--- src/rtl/fetch_pkg.sv ---
// Shared types and constants for the instruction fetch stage.
// Holds the FSM state encoding and the default IR value used in reset and after a flush.
package fetch_pkg;

  typedef enum logic [1:0] {
    S_IDLE = 2'd0,
    S_REQ  = 2'd1,
    S_HOLD = 2'd2,
    S_DROP = 2'd3
  } fetch_state_t;

  localparam logic [31:0] RESET_IR_DEFAULT = 32'h0000_0000;

endpackage

--- src/rtl/fetch_unit_if.sv ---
// Fetch stage bus: PC stage, instruction memory and decode handshakes in one bundle.
// master = fetch unit (drives o*), slave = surrounding pipeline and memory (drives i*).
interface fetch_unit_if;

  logic [31:0] iPC;
  logic        oPCEn;
  logic [31:0] oMemAddr;
  logic        oMemRd;
  logic [31:0] iMemData;
  logic        iMemRdy;
  logic        iFlush;
  logic [31:0] oIR;
  logic [31:0] oIRPC;
  logic        oValid;
  logic        iReady;
  logic [31:0] oFetchCnt;

  modport master (
    input  iPC, iMemData, iMemRdy, iFlush, iReady,
    output oPCEn, oMemAddr, oMemRd, oIR, oIRPC, oValid, oFetchCnt
  );

  modport slave (
    output iPC, iMemData, iMemRdy, iFlush, iReady,
    input  oPCEn, oMemAddr, oMemRd, oIR, oIRPC, oValid, oFetchCnt
  );

endinterface

--- src/rtl/fetch_unit_reg32.sv ---
// 32-bit enabled register with asynchronous active-low reset to a parameterised value.
// One cycle latency from en_i/d_i to q_o; no backpressure.
module REG32 #(
  parameter logic [31:0] RST_VAL = 32'h0000_0000
) (
  input  logic        clk_i,
  input  logic        rst_n_i,
  input  logic        en_i,
  input  logic [31:0] d_i,
  output logic [31:0] q_o
);

  always_ff @(posedge clk_i or negedge rst_n_i) begin
    if (!rst_n_i) begin
      q_o <= RST_VAL;
    end else if (en_i) begin
      q_o <= d_i;
    end
  end

endmodule

--- src/rtl/fetch_unit.sv ---
// Instruction fetch: one memory read per instruction, held for decode until iReady, flushable.
// Word reaches decode one cycle after the memory accept; iReady=0 stalls in S_HOLD with no new reads.
module fetch_unit
  import fetch_pkg::*;
#(
  parameter logic [31:0] RESET_IR = RESET_IR_DEFAULT
) (
  input  logic         iClk,
  input  logic         nRst,
  fetch_unit_if.master bus
);

  fetch_state_t state_q;
  logic [31:0]  addr_q;
  logic [31:0]  cnt_q;
  logic         mem_rd_q;
  logic         valid_q;

  logic         accept;
  logic         hold_flush;
  logic         ir_en;
  logic [31:0]  ir_d;

  // The only cycle that consumes a fetched word; it also advances the PC stage.
  assign accept     = (state_q == S_REQ) && bus.iMemRdy && !bus.iFlush;
  assign hold_flush = (state_q == S_HOLD) && bus.iFlush;
  assign ir_en      = accept || hold_flush;
  assign ir_d       = accept ? bus.iMemData : RESET_IR;

  REG32 #(.RST_VAL(RESET_IR)) u_ir (
    .clk_i   (iClk),
    .rst_n_i (nRst),
    .en_i    (ir_en),
    .d_i     (ir_d),
    .q_o     (bus.oIR)
  );

  REG32 #(.RST_VAL(32'h0000_0000)) u_irpc (
    .clk_i   (iClk),
    .rst_n_i (nRst),
    .en_i    (accept),
    .d_i     (addr_q),
    .q_o     (bus.oIRPC)
  );

  assign bus.oPCEn     = accept;
  assign bus.oMemAddr  = addr_q;
  assign bus.oMemRd    = mem_rd_q;
  assign bus.oValid    = valid_q;
  assign bus.oFetchCnt = cnt_q;

  always_ff @(posedge iClk or negedge nRst) begin
    if (!nRst) begin
      state_q  <= S_IDLE;
      addr_q   <= 32'h0000_0000;
      cnt_q    <= 32'h0000_0000;
      mem_rd_q <= 1'b0;
      valid_q  <= 1'b0;
    end else begin
      case (state_q)
        S_IDLE: begin
          addr_q   <= bus.iPC;
          mem_rd_q <= 1'b1;
          state_q  <= S_REQ;
        end
        S_REQ: begin
          if (bus.iMemRdy) begin
            if (bus.iFlush) begin
              addr_q <= bus.iPC;
            end else begin
              mem_rd_q <= 1'b0;
              valid_q  <= 1'b1;
              state_q  <= S_HOLD;
            end
          end else if (bus.iFlush) begin
            // Memory handshake cannot be aborted, so wait out the stale read.
            state_q <= S_DROP;
          end
        end
        S_DROP: begin
          if (bus.iMemRdy) begin
            addr_q  <= bus.iPC;
            state_q <= S_REQ;
          end
        end
        S_HOLD: begin
          if (bus.iFlush || bus.iReady) begin
            valid_q  <= 1'b0;
            addr_q   <= bus.iPC;
            mem_rd_q <= 1'b1;
            state_q  <= S_REQ;
            if (!bus.iFlush) begin
              cnt_q <= cnt_q + 32'd1;
            end
          end
        end
        default: begin
          state_q  <= S_IDLE;
          mem_rd_q <= 1'b0;
          valid_q  <= 1'b0;
        end
      endcase
    end
  end

endmodule

--- src/flat_wrapper.sv ---
// flat-port wrapper written by rule: the top's interface ports become plain ports
module fetch_unit_flat import fetch_pkg::*;
#(
  parameter logic [31:0] RESET_IR = RESET_IR_DEFAULT
)
  (iClk, nRst, bus_iPC, bus_iMemData, bus_iMemRdy, bus_iFlush, bus_iReady, bus_oPCEn, bus_oMemAddr, bus_oMemRd, bus_oIR, bus_oIRPC, bus_oValid, bus_oFetchCnt);
  fetch_unit_if bus_i ();
  input  logic iClk;
  input  logic nRst;
  input wire logic [$bits(bus_i.iPC)-1:0] bus_iPC;
  input wire logic [$bits(bus_i.iMemData)-1:0] bus_iMemData;
  input wire logic [$bits(bus_i.iMemRdy)-1:0] bus_iMemRdy;
  input wire logic [$bits(bus_i.iFlush)-1:0] bus_iFlush;
  input wire logic [$bits(bus_i.iReady)-1:0] bus_iReady;
  output wire logic [$bits(bus_i.oPCEn)-1:0] bus_oPCEn;
  output wire logic [$bits(bus_i.oMemAddr)-1:0] bus_oMemAddr;
  output wire logic [$bits(bus_i.oMemRd)-1:0] bus_oMemRd;
  output wire logic [$bits(bus_i.oIR)-1:0] bus_oIR;
  output wire logic [$bits(bus_i.oIRPC)-1:0] bus_oIRPC;
  output wire logic [$bits(bus_i.oValid)-1:0] bus_oValid;
  output wire logic [$bits(bus_i.oFetchCnt)-1:0] bus_oFetchCnt;
  assign bus_i.iPC = bus_iPC;
  assign bus_i.iMemData = bus_iMemData;
  assign bus_i.iMemRdy = bus_iMemRdy;
  assign bus_i.iFlush = bus_iFlush;
  assign bus_i.iReady = bus_iReady;
  assign bus_oPCEn = bus_i.oPCEn;
  assign bus_oMemAddr = bus_i.oMemAddr;
  assign bus_oMemRd = bus_i.oMemRd;
  assign bus_oIR = bus_i.oIR;
  assign bus_oIRPC = bus_i.oIRPC;
  assign bus_oValid = bus_i.oValid;
  assign bus_oFetchCnt = bus_i.oFetchCnt;
  fetch_unit #(.RESET_IR(RESET_IR)) u_core (.iClk(iClk), .nRst(nRst), .bus(bus_i));
endmodule
--- config.mk ---
export PLATFORM = sky130hd
export DESIGN_NAME = fetch_unit_flat
export DESIGN_NICKNAME = d
export VERILOG_FILES = /design/src/rtl/fetch_pkg.sv /design/src/rtl/fetch_unit_if.sv /design/src/rtl/fetch_unit_reg32.sv /design/src/rtl/fetch_unit.sv /design/src/flat_wrapper.sv
export SDC_FILE = /design/constraint.sdc
export NUM_CORES = 1
export LEC_CHECK = 0
export ABC_AREA = 1
export BUFFER_PORTS_ARGS = -buffer_cell sky130_fd_sc_hd__buf_2
export CORE_AREA = 2 2 141 143
export CTS_CLUSTER_DIAMETER = 150
export DETAILED_ROUTE_END_ITERATION = 10
export DIE_AREA = 0 0 143 145
export SLEW_MARGIN = 20
export SYNTH_ARGS = -nofsm -noshare
export SYNTH_HDL_FRONTEND = slang
export SYNTH_SLANG_ARGS = --single-unit
export TNS_END_PERCENT = 100
--- constraint.sdc ---
create_clock -name iClk -period 1.3 [get_ports iClk]
set_input_delay 0.065 -clock iClk [delete_from_list [all_inputs] [get_ports iClk]]
set_output_delay 0.065 -clock iClk [all_outputs]
set_load 0.01 [all_outputs]
==> run_results.csv, run 1 <==
group,metric,value,unit
grt,grt_start_max_net_pins,35,
detailed_routing,drc,0,
floorplan,core_area,0.01921,mm^2
power_and_ir_drop,total_power,19.23,mW
setup_path,worst-r2r-setup-slack,-240,ps
worst_hold_path,hold_path_startpoint,"bus_iReady",
setup_path,timing_worst_setup_path_type,"reg -> reg",
synthesis,post_synth_num_cell_types,34,
floorplan,std_cell_rows,51,
layout,flow.area_growth_from_synthesis,71.68,%
synthesis,postSynth.asyncResetShare,100.0,%
flow_run,maxCapViolCount,0,
detailed_routing,drt_first_iter_violations,238,
grt,grt_antenna_before_repair,2,
synthesis,ys_warn_count,0,
detailed_routing,drt_first_pass_iters,6,
floorplan,chipWidth,143,um
clock_tree,cts_root_buffer,"sky130_fd_sc_hd__clkbuf_16",
setup_path,cp-start-kind,"flop",
clock_tree,numCtsBuffers,17,
run_status,run_status,"complete, but fails checks",
timing,whs,86.51,ps
place,buffer_ports.inserted,199,
synthesis,dominant_register_cell_in_the_synthesized_netlist,"sky130_fd_sc_hd__dfrtp_1",
timing,max_slew_margin,74.43,%
setup_path,required,1600,ps
clock_tree,clkLatencyLatePin,410,ps
synthesis,synth_nets,753,
clock_tree,cts-root-to-sink-buffers,2,
synthesis,postSynthAreaPerCell,8.641,um^2
floorplan,pin_count,200,
detailed_routing,dr_wl_met3,1076,um
detailed_routing,dr_wl_met2,9938,um
worst_hold_path,hold_path_cell_cnt,4,
layout,final_layout_size_suffix_gt1_share,45.83,%
timing,setup_slack,-240.7,ps
layout,mostFrequentLayoutCells,"231 x sky130_fd_sc_hd__nand2_1, 196 x sky130_fd_sc_hd__buf_2, 126 x sky130_fd_sc_hd__dfrtp_1",
detailed_routing,top_layer_used,"met4",
timing,final-setup-viol-count,127,
clock_tree,clock_h_tree_levels,4,
layout,most_common_library_cell_in_the_layout_ignoring_fill_and_taps,"sky130_fd_sc_hd__nand2_1",
timing,worst_margin_pin_slew,383.5,ps
synthesis,netlist.top_cell.by_area,"sky130_fd_sc_hd__dfrtp_1",
run_status,failed_checks,"negative setup slack",
grt,grt_usage,18.29,%
setup_path,crit_fanout,4,
detailed_routing,route.vias.total,5897,
detailed_routing,wl,19760,um
timing,finalWorstPathRequiredPeriod,1541,ps
floorplan,fp.dieArea,0.02074,mm^2
detailed_routing,route.detailed.wl_per_inst,14.69,um
clock_tree,clock_sink_count,132,
synthesis,post_synth_instance_area,0.005902,mm^2
timing,fin_crit_sh,118.5,%
synthesis,synth_enable_flop_cells,0,
grt,grt_pass1_wl,29690,um
detailed_routing,vias_per_cell,4.384,
clock_tree,tritoncts,"yes",
detailed_routing,detail_route.wirelength.met1,8383,um
place,place_worst_setup_slack,-152.5,ps
setup_path,worstSetupEndpointType,"flop",
setup_path,cp_data_arrival_time,1840,ps
power_and_ir_drop,max-vdd-ir-drop,0.001188,V
worst_hold_path,worstHoldEndpoint,"u_core.state_q[0]",
worst_hold_path,worst_hold_path_type,"in -> reg",
layout,nets,1135,
layout,n_fill_cell,1724,
timing,finalClockSkew,7.225,ps
synthesis,ys_seq_area_share,55.97,%
floorplan,die_height,145,um
clock_tree,clkTransAtPathRegs,60,ps
timing,unrepaired_setup_endpoints_after_global_routing,"yes",
place,dp.final_hpwl,11640,um
timing,final-hold-violation-count,0,
timing,slew_viol_final,0,
grt,grt_pass1_vias,5730,
synthesis,synth_cells,683,
setup_path,worst_r2r_startpoint,"u_core.state_q[1]",
place,globalplace.congestion,0.7916,
timing,fmaxAchievable,0.6491,GHz
synthesis,post-synth-top-area-fraction,55.97,%
grt,overflow,0,
setup_path,ff2ff_path_depth,10,
setup_path,endpoint_of_the_worst_slack_reg_to_reg_timing_path,"u_core.bus.oFetchCnt[31]",
power_and_ir_drop,power.density,1898,mW/mm^2
floorplan,starting_density,30.73,%
synthesis,ys_ff_latch,132,
power_and_ir_drop,leakage,5.475,nW
detailed_routing,antenna_violating_nets_post_route,0,
synthesis,biggest_area_contributors_in_the_synthesized_netlist,"sky130_fd_sc_hd__dfrtp_1 56%, sky130_fd_sc_hd__nand2_1 18%, sky130_fd_sc_hd__o21ai_2 4.2%",
## worst max-delay path, cell delays in order (launching register included)
cell and delay (ps):
sky130_fd_sc_hd__dfrtp_1 370, sky130_fd_sc_hd__inv_2 60, sky130_fd_sc_hd__buf_6 110, sky130_fd_sc_hd__nor2_4 130
sky130_fd_sc_hd__nand3b_1 170, sky130_fd_sc_hd__buf_4 180, sky130_fd_sc_hd__nor3_4 130, sky130_fd_sc_hd__buf_6 130
sky130_fd_sc_hd__nand2_2 50, sky130_fd_sc_hd__nand2_2 50, sky130_fd_sc_hd__nand2_1 40
## routing by layer
metal	global-route usage, %	vias up
met5	0	-
met3	5.710	24
met2	30.31	171
met1	22.99	2809
met4	4.901	0
li1	-	2893
## per-stage QoR
| step | utilization (%) | cells | instance area (um^2) | setup TNS, ps |
|---|---|---|---|---|
| after global routing | 52.75 | 1345 | 10130 | -32100 |
| after global placement | 40.14 | 1193 | 7710 | -4025 |
| final | 52.75 | 1345 | 10130 | -21260 |
| after CTS | 49.84 | 1321 | 9573 | -15640 |
| after detailed placement | 40.14 | 1193 | 7710 | -5534 |
| after floorplan | - | 683 | 5917 | -323.6 |
## power by group
| group | internal [mW] | total (mW) | switching (mW) | leakage (nW) |
|---|---|---|---|---|
| logic | 3.69 | 7.71 | 4.01 | 3.53 |
| registers | 5.73 | 6.90 | 1.17 | 1.67 |
| clock network | 2.79 | 4.63 | 1.85 | 0.275 |
| total | 12.2 | 19.2 | 7.03 | 5.47 |
## worst max path at each step
| stage | cells past startpoint | slack [ps] | endpoint | startpoint |
|---|---|---|---|---|
| after floorplan | 8 | -10 | u_core.bus.oFetchCnt[28] | u_core.bus.oFetchCnt[1] |
| after global placement | 8 | -110 | u_core.bus.oMemAddr[11] | u_core.state_q[1] |
| after detailed placement | 8 | -150 | u_core.bus.oMemAddr[11] | u_core.state_q[1] |
| after CTS | 10 | -220 | u_core.bus.oFetchCnt[28] | u_core.state_q[1] |
| after global routing | 10 | -360 | u_core.bus.oFetchCnt[29] | u_core.state_q[1] |
| final | 10 | -240 | u_core.bus.oFetchCnt[31] | u_core.state_q[1] |
## registers in the layout, indices dropped and copies added, names as in the netlist
name,flops
u_core.bus.oMemAddr,32
u_core.bus.oFetchCnt,32
u_core.bus.oMemRd,1
u_core.state_q,2
u_core.bus.oValid,1
u_core.u_irpc.q_o,32
u_core.u_ir.q_o,32
## repair_timing
| action | CTS | global route |
|---|---|---|
| gates cloned | 9 | 8 |
| pin swaps | 16 | 29 |
| hold buffers | 66 | 0 |
| hold endpoints to repair | 197 | 0 |
| resized for setup | 63 | 107 |
| setup endpoints to repair | 89 | 130 |
| buffers inserted | 21 | 21 |
## cell families after synthesis
kind of cell               count (synthesis)  synth area share [%]
AOI/OAI and AO/OA                         43                 5.915
and+or+nand+nor                          402                 28.54
adders and majority gates                  1                0.2120
xor gates and xnor gates                  16                 2.374
buffers and inverters                     89                 6.996
DFF                                      132                 55.97
## cells in the mapped netlist (all sizes together), types with 2 or more instances
cell type / instances
nor3: 2
nor2: 44
xor2: 9
xnor2: 7
a21oi: 2
inv: 64
o21ai: 37
nand3b: 9
nand3: 45
buf: 23
nand4: 7
dfrtp: 132
nand2: 292
## layout make-up
type | count | area (um^2) | share of cell area (%)
repair buffers | 387 | 3054 | 30.14
inverters | 65 | 261.5 | 2.581
well taps | 265 | 331.6 | 3.272
multi-input cells | 462 | 2596 | 25.62
diodes | 2 | 5.005 | 0.04939
clock buffers | 21 | 470.5 | 4.643
clock inverters | 11 | 102.6 | 1.013
flip-flops and latches | 132 | 3311 | 32.67
(Power assumes the default switching activity.)
==> run 2, diff against run 1 <==
--- a/config.mk
+++ b/config.mk
@@ -7,10 +7,12 @@
 export LEC_CHECK = 0
 export ABC_AREA = 1
 export BUFFER_PORTS_ARGS = -buffer_cell sky130_fd_sc_hd__buf_2
-export CORE_AREA = 2 2 141 143
+export CORE_AREA = 2 2 117 119
+export CTS_BUF_LIST = sky130_fd_sc_hd__clkbuf_16
 export CTS_CLUSTER_DIAMETER = 150
 export DETAILED_ROUTE_END_ITERATION = 10
-export DIE_AREA = 0 0 143 145
+export DIE_AREA = 0 0 119 121
+export PLACE_DENSITY = 0.76
 export SLEW_MARGIN = 20
 export SYNTH_ARGS = -nofsm -noshare
 export SYNTH_HDL_FRONTEND = slang
==> run 2 against run 1 <==
- the flow still finishes with violations (negative setup slack)
- combinational power is 11% higher
- global-route usage is 7.0 points higher
- die area fell by 31%
- critical path depth decreased by 1
- register-to-register slack worse by 120 ps
- via count up 7.4%
- critical endpoint is now u_core.bus.oMemAddr[30]
- clock skew increased by 2.5 ps
- worst hold slack improved by 33 ps
- utilization is 26 points higher
- setup slack worse by 120 ps
==> run_results.csv, run 2 (same netlist as run 1, synthesis figures left out) <==
group,metric,value,unit
clock_tree,clkLatencyLatePin,420,ps
place,placed_area,0.007629,mm^2
layout,final_cell_area,0.01034,mm^2
power_and_ir_drop,share_seq_of_total_power,34.9,%
power_and_ir_drop,swShare,37.43,%
grt,grt_usage,25.26,%
layout,mostFrequentLayoutCells,"205 x sky130_fd_sc_hd__nand2_1, 195 x sky130_fd_sc_hd__buf_2, 125 x sky130_fd_sc_hd__dfrtp_1",
clock_tree,clkTransAtPathRegs,60,ps
layout,num_antenna_cells,0,
timing,tns,-21320,ps
detailed_routing,wl,22070,um
timing,final-setup-viol-count,126,
floorplan,chipWidth,119,um
floorplan,die_height,121,um
floorplan,pin_count,200,
flow_run,maxCapViolCount,0,
floorplan,std_cell_rows,42,
detailed_routing,drt_first_pass_iters,5,
place,globalplace.congestion,0.8883,
floorplan,starting_density,45.10,%
floorplan,fp.dieArea,0.01440,mm^2
timing,fmaxAchievable,0.6026,GHz
grt,grt_antenna_before_repair,0,
power_and_ir_drop,power.density,1985,mW/mm^2
clock_tree,cts-root-to-sink-buffers,2,
grt,overflow,0,
power_and_ir_drop,power_switching,7.682,mW
setup_path,timing_worst_setup_path_type,"reg -> reg",
layout,most_common_library_cell_in_the_layout_ignoring_fill_and_taps,"sky130_fd_sc_hd__nand2_1",
timing,unrepaired_setup_endpoints_after_global_routing,"yes",
power_and_ir_drop,comb_power_share,41.5,%
setup_path,worstSetupEndpointType,"flop",
setup_path,required,1590,ps
layout,final_layout_size_suffix_gt1_share,48.44,%
timing,fin_crit_sh,127.6,%
timing,max_slew_margin,70.33,%
detailed_routing,vias_per_cell,5.009,
timing,slew_viol_final,0,
place,dp.final_hpwl,10890,um
power_and_ir_drop,clock_power_share,23.6,%
worst_hold_path,worst_hold_path_type,"in -> async",
grt,grt_pass1_vias,6069,
setup_path,crit_fanout,5,
detailed_routing,drt_first_iter_violations,500,
timing,finalWorstPathRequiredPeriod,1659,ps
timing,final-hold-violation-count,0,
clock_tree,clock_sink_count,132,
setup_path,cp-start-kind,"flop",
run_status,run_status,"complete, but fails checks",
clock_tree,tritoncts,"yes",
grt,grt_pass1_wl,28660,um
clock_tree,cts_root_buffer,"sky130_fd_sc_hd__clkbuf_16",
layout,flow.area_growth_from_synthesis,75.15,%
detailed_routing,route.vias.total,6332,
clock_tree,numCtsBuffers,17,
detailed_routing,antenna_violating_nets_post_route,0,
timing,whs,119.0,ps
power_and_ir_drop,power.internal,12.84,mW
power_and_ir_drop,leakage,5.664,nW
run_status,failed_checks,"negative setup slack",
grt,grt_start_max_net_pins,41,
layout,finish.utilization,79.00,%
detailed_routing,drc,0,
place,buffer_ports.inserted,199,
timing,worst_margin_pin_slew,443.4,ps
timing,setup_slack,-359.4,ps
clock_tree,clock_h_tree_levels,4,
floorplan,core_area,0.01309,mm^2
timing,finalClockSkew,9.743,ps
power_and_ir_drop,max-vdd-ir-drop,0.001469,V
detailed_routing,route.detailed.wl_per_inst,17.46,um
setup_path,cp_data_arrival_time,1950,ps
layout,nets,1146,
run 2: stage by stage:
stage	std cells	worst slack (ps)	total power, mW
after floorplan	683	-12.56	10.02
after global placement	1108	-117.7	12.73
after detailed placement	1108	-168.6	12.93
after CTS	1223	-212.6	18.41
after global routing	1264	-413.8	21.55
final	1264	-359.4	20.52
run 2: worst paths after layout:
path,start,to,slack (ps),cells past startpoint
worst max-delay path,u_core.state_q[1],u_core.bus.oMemAddr[30],-360,9
max in group asynchronous,nRst,u_core.bus.oFetchCnt[18],550,3
worst min register to register,u_core.u_irpc.q_o[8],u_core.u_irpc.q_o[8],480,2
worst min-delay path,nRst,u_core.u_ir.q_o[5],120,2
min in group iClk,bus_iFlush,u_core.state_q[1],150,4
worst max register to register,u_core.state_q[1],u_core.bus.oMemAddr[30],-360,9
run 2: cell type report:
cell class / instances / area [um^2]
Clock buffer: 17 / 425.4
Clock inverter: 14 / 163.9
Fill cell: 770 / 2748
Inverter: 65 / 259.0
Multi-Input combinational cell: 462 / 2693
Sequential cell: 132 / 3312
Tap cell: 176 / 220.2
Timing Repair Buffer: 398 / 3264
run 2: critical path, stage by stage (launching register included):
cell and delay [ps]:
sky130_fd_sc_hd__dfrtp_1 390, sky130_fd_sc_hd__inv_2 100, sky130_fd_sc_hd__buf_6 110, sky130_fd_sc_hd__nor2_4 50, sky130_fd_sc_hd__nand2_1 120, sky130_fd_sc_hd__o2111ai_4 210
sky130_fd_sc_hd__buf_12 200, sky130_fd_sc_hd__buf_4 140, sky130_fd_sc_hd__nand2_1 110, sky130_fd_sc_hd__o21ai_2 100
run 2: routing by layer:
layer	track usage (%)	vias up	wire length, um
met5	0	-	0
met4	11.01	0	861
met3	6.861	77	1353
met2	43.71	307	11520
met1	29.52	3033	8333
li1	-	2915	-
run 2: power groups by stage:
| stage | combinational (mW) | sequential, mW | clock [mW] |
|---|---|---|---|
| 4_1_cts | 6.78 | 6.77 | 4.86 |
| 3_3_place_gp | 5.98 | 6.74 | 0 |
| 3_5_place_dp | 6.16 | 6.77 | 0 |
| 5_1_grt | 9.12 | 7.33 | 5.10 |
| 6_report | 8.52 | 7.17 | 4.83 |
| 2_1_floorplan | 2.55 | 7.47 | 0 |
run 2: repair_timing:
action / 4_1_cts / 5_1_grt
pin swaps: 13 / 38
cloned: 4 / 16
gates resized for setup: 45 / 164
buffers inserted: 14 / 26
hold buffers: 66 / 0
hold endpoints to repair: 197 / 0
setup endpoints to repair: 118 / 130
